`src/rtl/shift_pkg.sv`:
```
// Shared definitions for the shift datapath: stream direction, deserialiser
// FSM encoding and the parallel shift unit's op codes.
package shift_pkg;

  localparam logic DIR_LSB_FIRST = 1'b0;
  localparam logic DIR_MSB_FIRST = 1'b1;

  typedef enum logic {
    IDLE    = 1'b0,
    COLLECT = 1'b1
  } state_e;

  // Op codes of the parallel shift unit, shared so both ends agree.
  typedef enum logic [1:0] {
    OP_SLL = 2'b00,
    OP_SRL = 2'b01,
    OP_SRA = 2'b10,
    OP_ROL = 2'b11
  } shift_op_e;

endpackage

```
`src/rtl/shift_deser_hold.sv`:
```
// Output holding register: one-word buffer with valid/ready and a sticky
// overrun flag for words that arrive while the buffer is still occupied.
module shift_deser_hold #(
  parameter int WIDTH = 8
) (
  input  logic             clk,
  input  logic             rst,
  input  logic             clear,
  input  logic             commit,
  input  logic [WIDTH-1:0] word,
  input  logic             out_ready,
  output logic [WIDTH-1:0] out,
  output logic             out_valid,
  output logic             overrun
);

  logic [WIDTH-1:0] out_q, out_d;
  logic             valid_q, valid_d;
  logic             ovr_q, ovr_d;
  logic             slot_free;

  // The slot can accept a word when empty or when it empties on this edge.
  assign slot_free = !valid_q || out_ready;

  always_comb begin
    out_d   = out_q;
    valid_d = valid_q;
    ovr_d   = ovr_q;
    if (commit && slot_free) begin
      out_d   = word;
      valid_d = 1'b1;
    end else if (valid_q && out_ready) begin
      valid_d = 1'b0;
    end
    if (clear) begin
      ovr_d = 1'b0;
    end else if (commit && !slot_free) begin
      ovr_d = 1'b1;
    end
  end

  always_ff @(posedge clk) begin
    if (!rst) begin
      out_q   <= '0;
      valid_q <= 1'b0;
      ovr_q   <= 1'b0;
    end else begin
      out_q   <= out_d;
      valid_q <= valid_d;
      ovr_q   <= ovr_d;
    end
  end

  assign out       = out_q;
  assign out_valid = valid_q;
  assign overrun   = ovr_q;

endmodule

```
`src/rtl/shift_deser.sv`:
```
// Serial-in, parallel-out receiver. Bits shift in LSB-first or MSB-first
// (direction latched on each word's first bit); finished words go to a
// one-deep holding register so collection continues while a word waits.
//
// Handshake: out is offered while out_valid=1 and stays stable until a
// rising edge sees out_valid=1 and out_ready=1, which is the transfer.
module shift_deser
  import shift_pkg::*;
#(
  parameter int WIDTH = 8,
  parameter int CNT_W = 3
) (
  input  logic             clk,
  input  logic             rst,
  input  logic             sin,
  input  logic             sin_valid,
  input  logic             dir,
  input  logic             clear,
  output logic [WIDTH-1:0] out,
  output logic             out_valid,
  input  logic             out_ready,
  output logic             overrun,
  output logic             busy,
  output state_e           dbg_state
);

  state_e           state_q, state_d;
  logic [CNT_W-1:0] count_q, count_d;
  logic [WIDTH-1:0] sreg_q, sreg_d;
  logic             dir_q, dir_d;
  logic             busy_q;
  logic             eff_dir;
  logic             last_bit;
  logic             commit;
  logic [WIDTH-1:0] shifted;

  // The live dir input only matters on a word's first bit.
  assign eff_dir  = (state_q == IDLE) ? dir : dir_q;
  assign shifted  = (eff_dir == DIR_MSB_FIRST) ? {sreg_q[WIDTH-2:0], sin}
                                               : {sin, sreg_q[WIDTH-1:1]};
  assign last_bit = (count_q == CNT_W'(WIDTH - 1));

  always_comb begin
    state_d = state_q;
    count_d = count_q;
    sreg_d  = sreg_q;
    dir_d   = dir_q;
    commit  = 1'b0;
    if (clear) begin
      state_d = IDLE;
      count_d = '0;
      sreg_d  = '0;
    end else if (sin_valid) begin
      sreg_d = shifted;
      dir_d  = eff_dir;
      case (state_q)
        IDLE: begin
          state_d = COLLECT;
          count_d = CNT_W'(1);
        end
        COLLECT: begin
          if (last_bit) begin
            state_d = IDLE;
            count_d = '0;
            commit  = 1'b1;
          end else begin
            count_d = count_q + CNT_W'(1);
          end
        end
        default: begin
          state_d = IDLE;
          count_d = '0;
        end
      endcase
    end
  end

  always_ff @(posedge clk) begin
    if (!rst) begin
      state_q <= IDLE;
      count_q <= '0;
      sreg_q  <= '0;
      dir_q   <= DIR_LSB_FIRST;
      busy_q  <= 1'b0;
    end else begin
      state_q <= state_d;
      count_q <= count_d;
      sreg_q  <= sreg_d;
      dir_q   <= dir_d;
      busy_q  <= (count_d != '0);
    end
  end

  shift_deser_hold #(.WIDTH(WIDTH)) u_hold (
    .clk       (clk),
    .rst       (rst),
    .clear     (clear),
    .commit    (commit),
    .word      (shifted),
    .out_ready (out_ready),
    .out       (out),
    .out_valid (out_valid),
    .overrun   (overrun)
  );

  assign busy      = busy_q;
  assign dbg_state = state_q;

endmodule

```
`config.mk`:
```
export PLATFORM = sky130hd
export DESIGN_NAME = shift_deser
export DESIGN_NICKNAME = d
export VERILOG_FILES = /design/src/rtl/shift_pkg.sv /design/src/rtl/shift_deser_hold.sv /design/src/rtl/shift_deser.sv
export SDC_FILE = /design/constraint.sdc
export NUM_CORES = 1
export LEC_CHECK = 0
export CAP_MARGIN = 30
export CORE_MARGIN = 5
export CORE_UTILIZATION = 50
export DETAILED_ROUTE_END_ITERATION = 10
export PLACE_DENSITY = 0.77
export RECOVER_POWER = 25
export REMOVE_ABC_BUFFERS = 1
export SLEW_MARGIN = 20
export SYNTH_ARGS = -nofsm -noshare
export SYNTH_HDL_FRONTEND = slang
export SYNTH_SLANG_ARGS = --single-unit
```
`constraint.sdc`:
```
create_clock -name clk -period 2.1 [get_ports clk]
set_input_delay 0.315 -clock clk [delete_from_list [all_inputs] [get_ports clk]]
set_output_delay 0.315 -clock clk [all_outputs]
set_load 0.005 [all_outputs]
```
# After elaboration in Yosys (flattened, before gate mapping)
# Cells that the tools add are included.
# totals
register_bits	24
wordCells	37
# classes
add_sub_neg	1
eq_ne	1
n_mux	14
n_bitwise	3
n_reduce_logical	10
# ops
cell	n
two-way mux 3 bit	3
two-way mux 1 bit	8
two-way mux 8 bit	1
one-hot mux 3 bit (2 select lines)	1
adder 3 x 1 -> 3 bit (second input constant)	1
== test 3 bit (second input constant)	1
logical AND 1 bit	3
inverter 1 bit	3
nonzero test 3 bit	1
logical NOT 1 bit	2
one-hot mux 1 bit (2 select lines)	1
AND reduction 2 bit	1
nonzero test 2 bit	1
OR reduction 2 bit	1
logical OR 1 bit	1

# Logic depth before layout (Yosys ltp)
# depth
word_depth	7
depth_mapped	6

# Cells and area by module
# From an unflattened synthesis, not the netlist that was laid out.
# unflattened
hier_cells	117
area_unflattened_um2	1064.8
# by_module_without_submodules
module	instances	cells_each	area_each_um2	seq_area_each_um2
shift_deser	1	75	655.6	280.3
shift_deser_hold	1	42	409.1	200.2

# Worst setup path before layout
# OpenSTA, ideal clock, no wires.
# synth_path
kind	register -> register
start	register count_q[0]
end	register u_hold.out_q[0], in the netlist u_hold.out[0]
setup_time_ns	0.086
arrival_time_ns	1.348
required_time_ns	2.014
slack_ns	0.665
path_stages_with_launch	7
path_cell_list	dfxtp_1 -> ha_1 -> ha_1 -> and4b_1 -> and2_1 -> clkbuf_1 -> a211oi_1
# synth_between
elab_chain_len	6
# synth_lines
item	line_no	text
from (decl)	shift_deser.sv:28	logic [CNT_W-1:0] count_q, count_d;
from (signal assigned)	shift_deser.sv:87	count_q <= count_d;
== test 3 bit	shift_deser.sv:41	assign last_bit = (count_q == CNT_W'(WIDTH - 1));
two-way mux 1 bit	shift_deser.sv:62	if (last_bit) begin
two-way mux 1 bit	shift_deser.sv:56	case (state_q)
two-way mux 1 bit	shift_deser.sv:53	end else if (sin_valid) begin
two-way mux 1 bit	shift_deser.sv:49	if (clear) begin
logical AND 1 bit	shift_deser_hold.sv:29	if (commit && slot_free) begin
to (signal assigned)	shift_deser_hold.sv:48	out_q <= out_d;
to (decl)	shift_deser_hold.sv:17	logic [WIDTH-1:0] out_q, out_d;
# No other way between the ends.
# A chain may end at the register's enable or synchronous reset.

# Worst setup path in the final report
# layout_path
start	input port sin_valid
end	register dir_q
# layout_between
elab_chain_len	1
# layout_lines
item	line_no	text
from (decl)	shift_deser.sv:16	input logic sin_valid,
AND reduction 2 bit (no line)	--	
to (signal assigned)	shift_deser.sv:89	dir_q <= dir_d;
to (decl)	shift_deser.sv:30	logic dir_q, dir_d;
# No other way between the ends.

==> metrics.md <==
| Metric | Value |
|---|---|
| Outcome | completed |
| Final Max Slew Viols | 0 |
| Dpl ws | 0.343 ns |
| Synth warnings | 0 |
| VDD IR max | about 380 uV |
| Initial DRC count | 11 |
| Layout Skew | ~0.0028 ns |
| EDFF count, synth | 0 |
| Sequential area share after synthesis | about 50% |
| Skew-Pair Late Insertion Delay | approximately 0.3 ns |
| GRT overflow | 0 |
| M1 GR Usage | 17.7% |
| Final Cycle Share | a little over four fifths |
| Top_reg_cell synth | dfxtp_1 |
| Setup crit start | sin_valid |
| H-tree levels | 1 |
| Row Count | 16 |
| CTS root buf | clkbuf_4 |
| Slowest CP cell | dlygate4sd3_1 |
| Post-synth cell types | 20 |
| Register-to-Register Path Depth | 3 |
| Hpwl dp | between 1000 and 1500 um |
| Post-synth top area share | approximately half |
| Tmin final | 1.76 ns |
| Vias in the first global route | ~700 |
| Slack of the critical path | between 0.3 and 0.4 ns |
| CTS tree | done |
| RSZ-0062 raised after global routing | no |
| Slew @ Worst Pin | between 0.6 and 0.7 ns |
| CTS resizes | 0 |
| Pwr per Cell Area | ~640 mW/mm^2 |
| DR vias/cell | about 5.3 |
| Antenna violations before repair | 0 |
| Routed wire length | ~1700 um |
| CP Class | primary input to flop |
| Largest fanout on the critical path | 19 |
| Share of cells above drive strength 1 | 5.13% |
| GPL Wtd Cong | ~0.74 |
| Largest net degree at the start of global routing | 20 |
| Fin area | 0.00120 mm^2 |
| Die width | 54.1 um |
| R2r endpoint | sreg_q[3] |
| Cells after synthesis | 100 |
| Initial core utilization | 51.2% |
| Post-synth ARST share | 0% |
| Area contributors post-synth | dfxtp_1 49%, a21oi_1 9.8%, mux2i_1 8.2% |
| Hold path startpoint | count_q[2] |
| Area after DPL | roughly 0.0012 mm^2 |
| DRC | 0 |
| Crit-path cells | dlygate4sd3_1 -> clkbuf_1 -> nor2b_1 -> nor2_1 -> a211oi_1 |
| Non-filler cells in the finished layout | about 140 |
| Antenna Cells | 0 |
| Clk sinks | 24 |
| # Post-CTS Setup Buffers | 0 |
| Setup crit end | dir_q |
| Hold_buf cts | 0 |
| Top post-synthesis cells by count | 24 x dfxtp_1, 19 x a21oi_1, 9 x a211oi_1, 9 x o21ai_0, 8 x mux2i_1 |
| Nets | 127 |
| DRT Pass-1 Iters | 6 |
| Setup-failing EPs final | 0 |
| Crit. End Element | flop |
| Leak | ~0.00044 uW |
| Reg power frac | between 60% and 70% |
| P&R area growth vs syn | 23.1% |
| Die height | approximately 54 um |
| Switching pwr | ~160 uW |
| First-pass GRT wire length | 2950 um |
| Setup slack, reg-to-reg | 0.51 ns |
| Number of synthesized register bits | 24 |
| Clock power share | around 30% |
| WL per Instance | between 10 and 15 um |
| Core area | 0.00190 mm^2 |
| Logic pwr share | 8.2% |
| Fmax | 567 MHz |
| Top Ports | 19 |
| Mapped cell area | ~970 um^2 |
| Placed insts | 140 |
| Crit-path max cell delay | ~0.65 ns |
| Clock Path Buffers | 2 |
| Critical path required time | between 2 and 2.5 ns |
| Setup tns final | 0 ns |
| Syn Area/Cell | 9.73 um^2 |
| Vias | roughly 760 |
| Startpoint Class | primary input |
| RR Startpoint | dbg_state |
| Most numerous cell in the Yosys netlist | dfxtp_1 |
| Sw Ratio | 21.2% |
| Worst Hold Depth | 2 |
| CTS buffer count | 3 |
| Slew Limit Headroom | 57.7% |
| Critical path data arrival time | 1.99 ns |
| Gr usage total | 13.8% |
| Global Route met3 Usage | around 1.7% |
| Most used routing layer | met2 |
| Final Hold Fails | 0 |
| Worst hold-check path type | flop to flop |
| Clock transition at path regs | between 0.1 and 0.15 ns |
| Die area | ~0.0029 mm^2 |
| # port buffers | 18 |
| Post-route antenna net violation count | 0 |
| Met2 usage | 22.3% |
| Max cap viols | 0 |
| Synth area leader | dfxtp_1 |
| Internal | 601 uW |
[worst max-delay path, delay by kind of cell]
family | cells | cell delay, ns
AO/OA/AOI/OAI | 1 | 0.20
buffers and inverters | 2 | 1.18
AND/OR/NAND/NOR | 2 | 0.29
[layout by cell type, fill, tap and decap left out, drive strengths merged]
master / synthesis / layout
a211oi: 9 / 9
a21oi: 19 / 19
and2: 1 / 1
and4b: 1 / 1
buf: 3 / 1
clkbuf: 4 / 5
clkdlybuf4s50: 0 / 15
clkinv: 1 / 1
dfxtp: 24 / 24
dlygate4sd3: 0 / 3
ha: 2 / 2
mux2i: 9 / 9
nand2b: 4 / 4
nand3: 3 / 3
nor2: 5 / 5
nor2b: 3 / 3
o211a: 1 / 1
o211ai: 1 / 1
o21ai: 9 / 9
or3: 1 / 1
[layout make-up]
type                    instances  area (um^2)
clock buffers                   4         36.3
well taps                      27         33.8
flip-flops and latches         24          480
repair buffers                 20          191
multi-input cells              68          453
inverters                       1         3.75
fillers                       154          703
[stage by stage]
step / util [%] / power (uW) / hold slack (ns)
CTS: 63.2 / 776 / 0.510
finish: 63.0 / 763 / 0.507
detailed placement: 61.3 / 547 / 0.490
global route: 63.0 / 800 / 0.530
floorplan: - / 516 / 0.405
global placement: 61.3 / 546 / 0.464
[sequential cells by signal, summed over array words and instances, names as in the netlist]
signal	count
sreg_q	8
u_hold.out	8
count_q	3
busy	1
dbg_state	1
dir_q	1
u_hold.out_valid	1
u_hold.overrun	1
[routing by layer]
| metal | up-vias | wire length (um) | share of wire, % |
|---|---|---|---|
| li1 | 401 | - | - |
| met1 | 333 | 889 | 51 |
| met2 | 18 | 735 | 42 |
| met3 | 5 | 74 | 4.3 |
| met4 | 0 | 41 | 2.4 |
| met5 | - | 0 | 0 |
[cell families (layout without fill, tap and decap cells)]
family	after synthesis	after routing	share of synthesized area [%]
AO/OA/AOI/OAI	39	39	23.1
flip-flops	24	24	49.4
AND/OR/NAND/NOR	18	18	10.3
multiplexers	9	9	10.5
buffers and inverters	8	25	4.11
adder cells (fa/ha/maj)	2	2	2.57
[power groups by stage]
stage	clock, uW	combinational (uW)	sequential, uW
2_1_floorplan	0	34.5	482
3_3_place_gp	0	63.6	483
3_5_place_dp	0	64.4	483
4_1_cts	238	64.7	473
5_1_grt	255	69.9	475
6_report	228	62.7	473
[worst min path at each step]
stage,end,slack [ns]
after floorplan,sreg_q[0],0.40
after global placement,u_hold.overrun,0.46
after detailed placement,u_hold.overrun,0.49
after CTS,count_q[2],0.51
after global routing,count_q[2],0.53
final,count_q[2],0.51
Power figures use the tool's default switching activity.
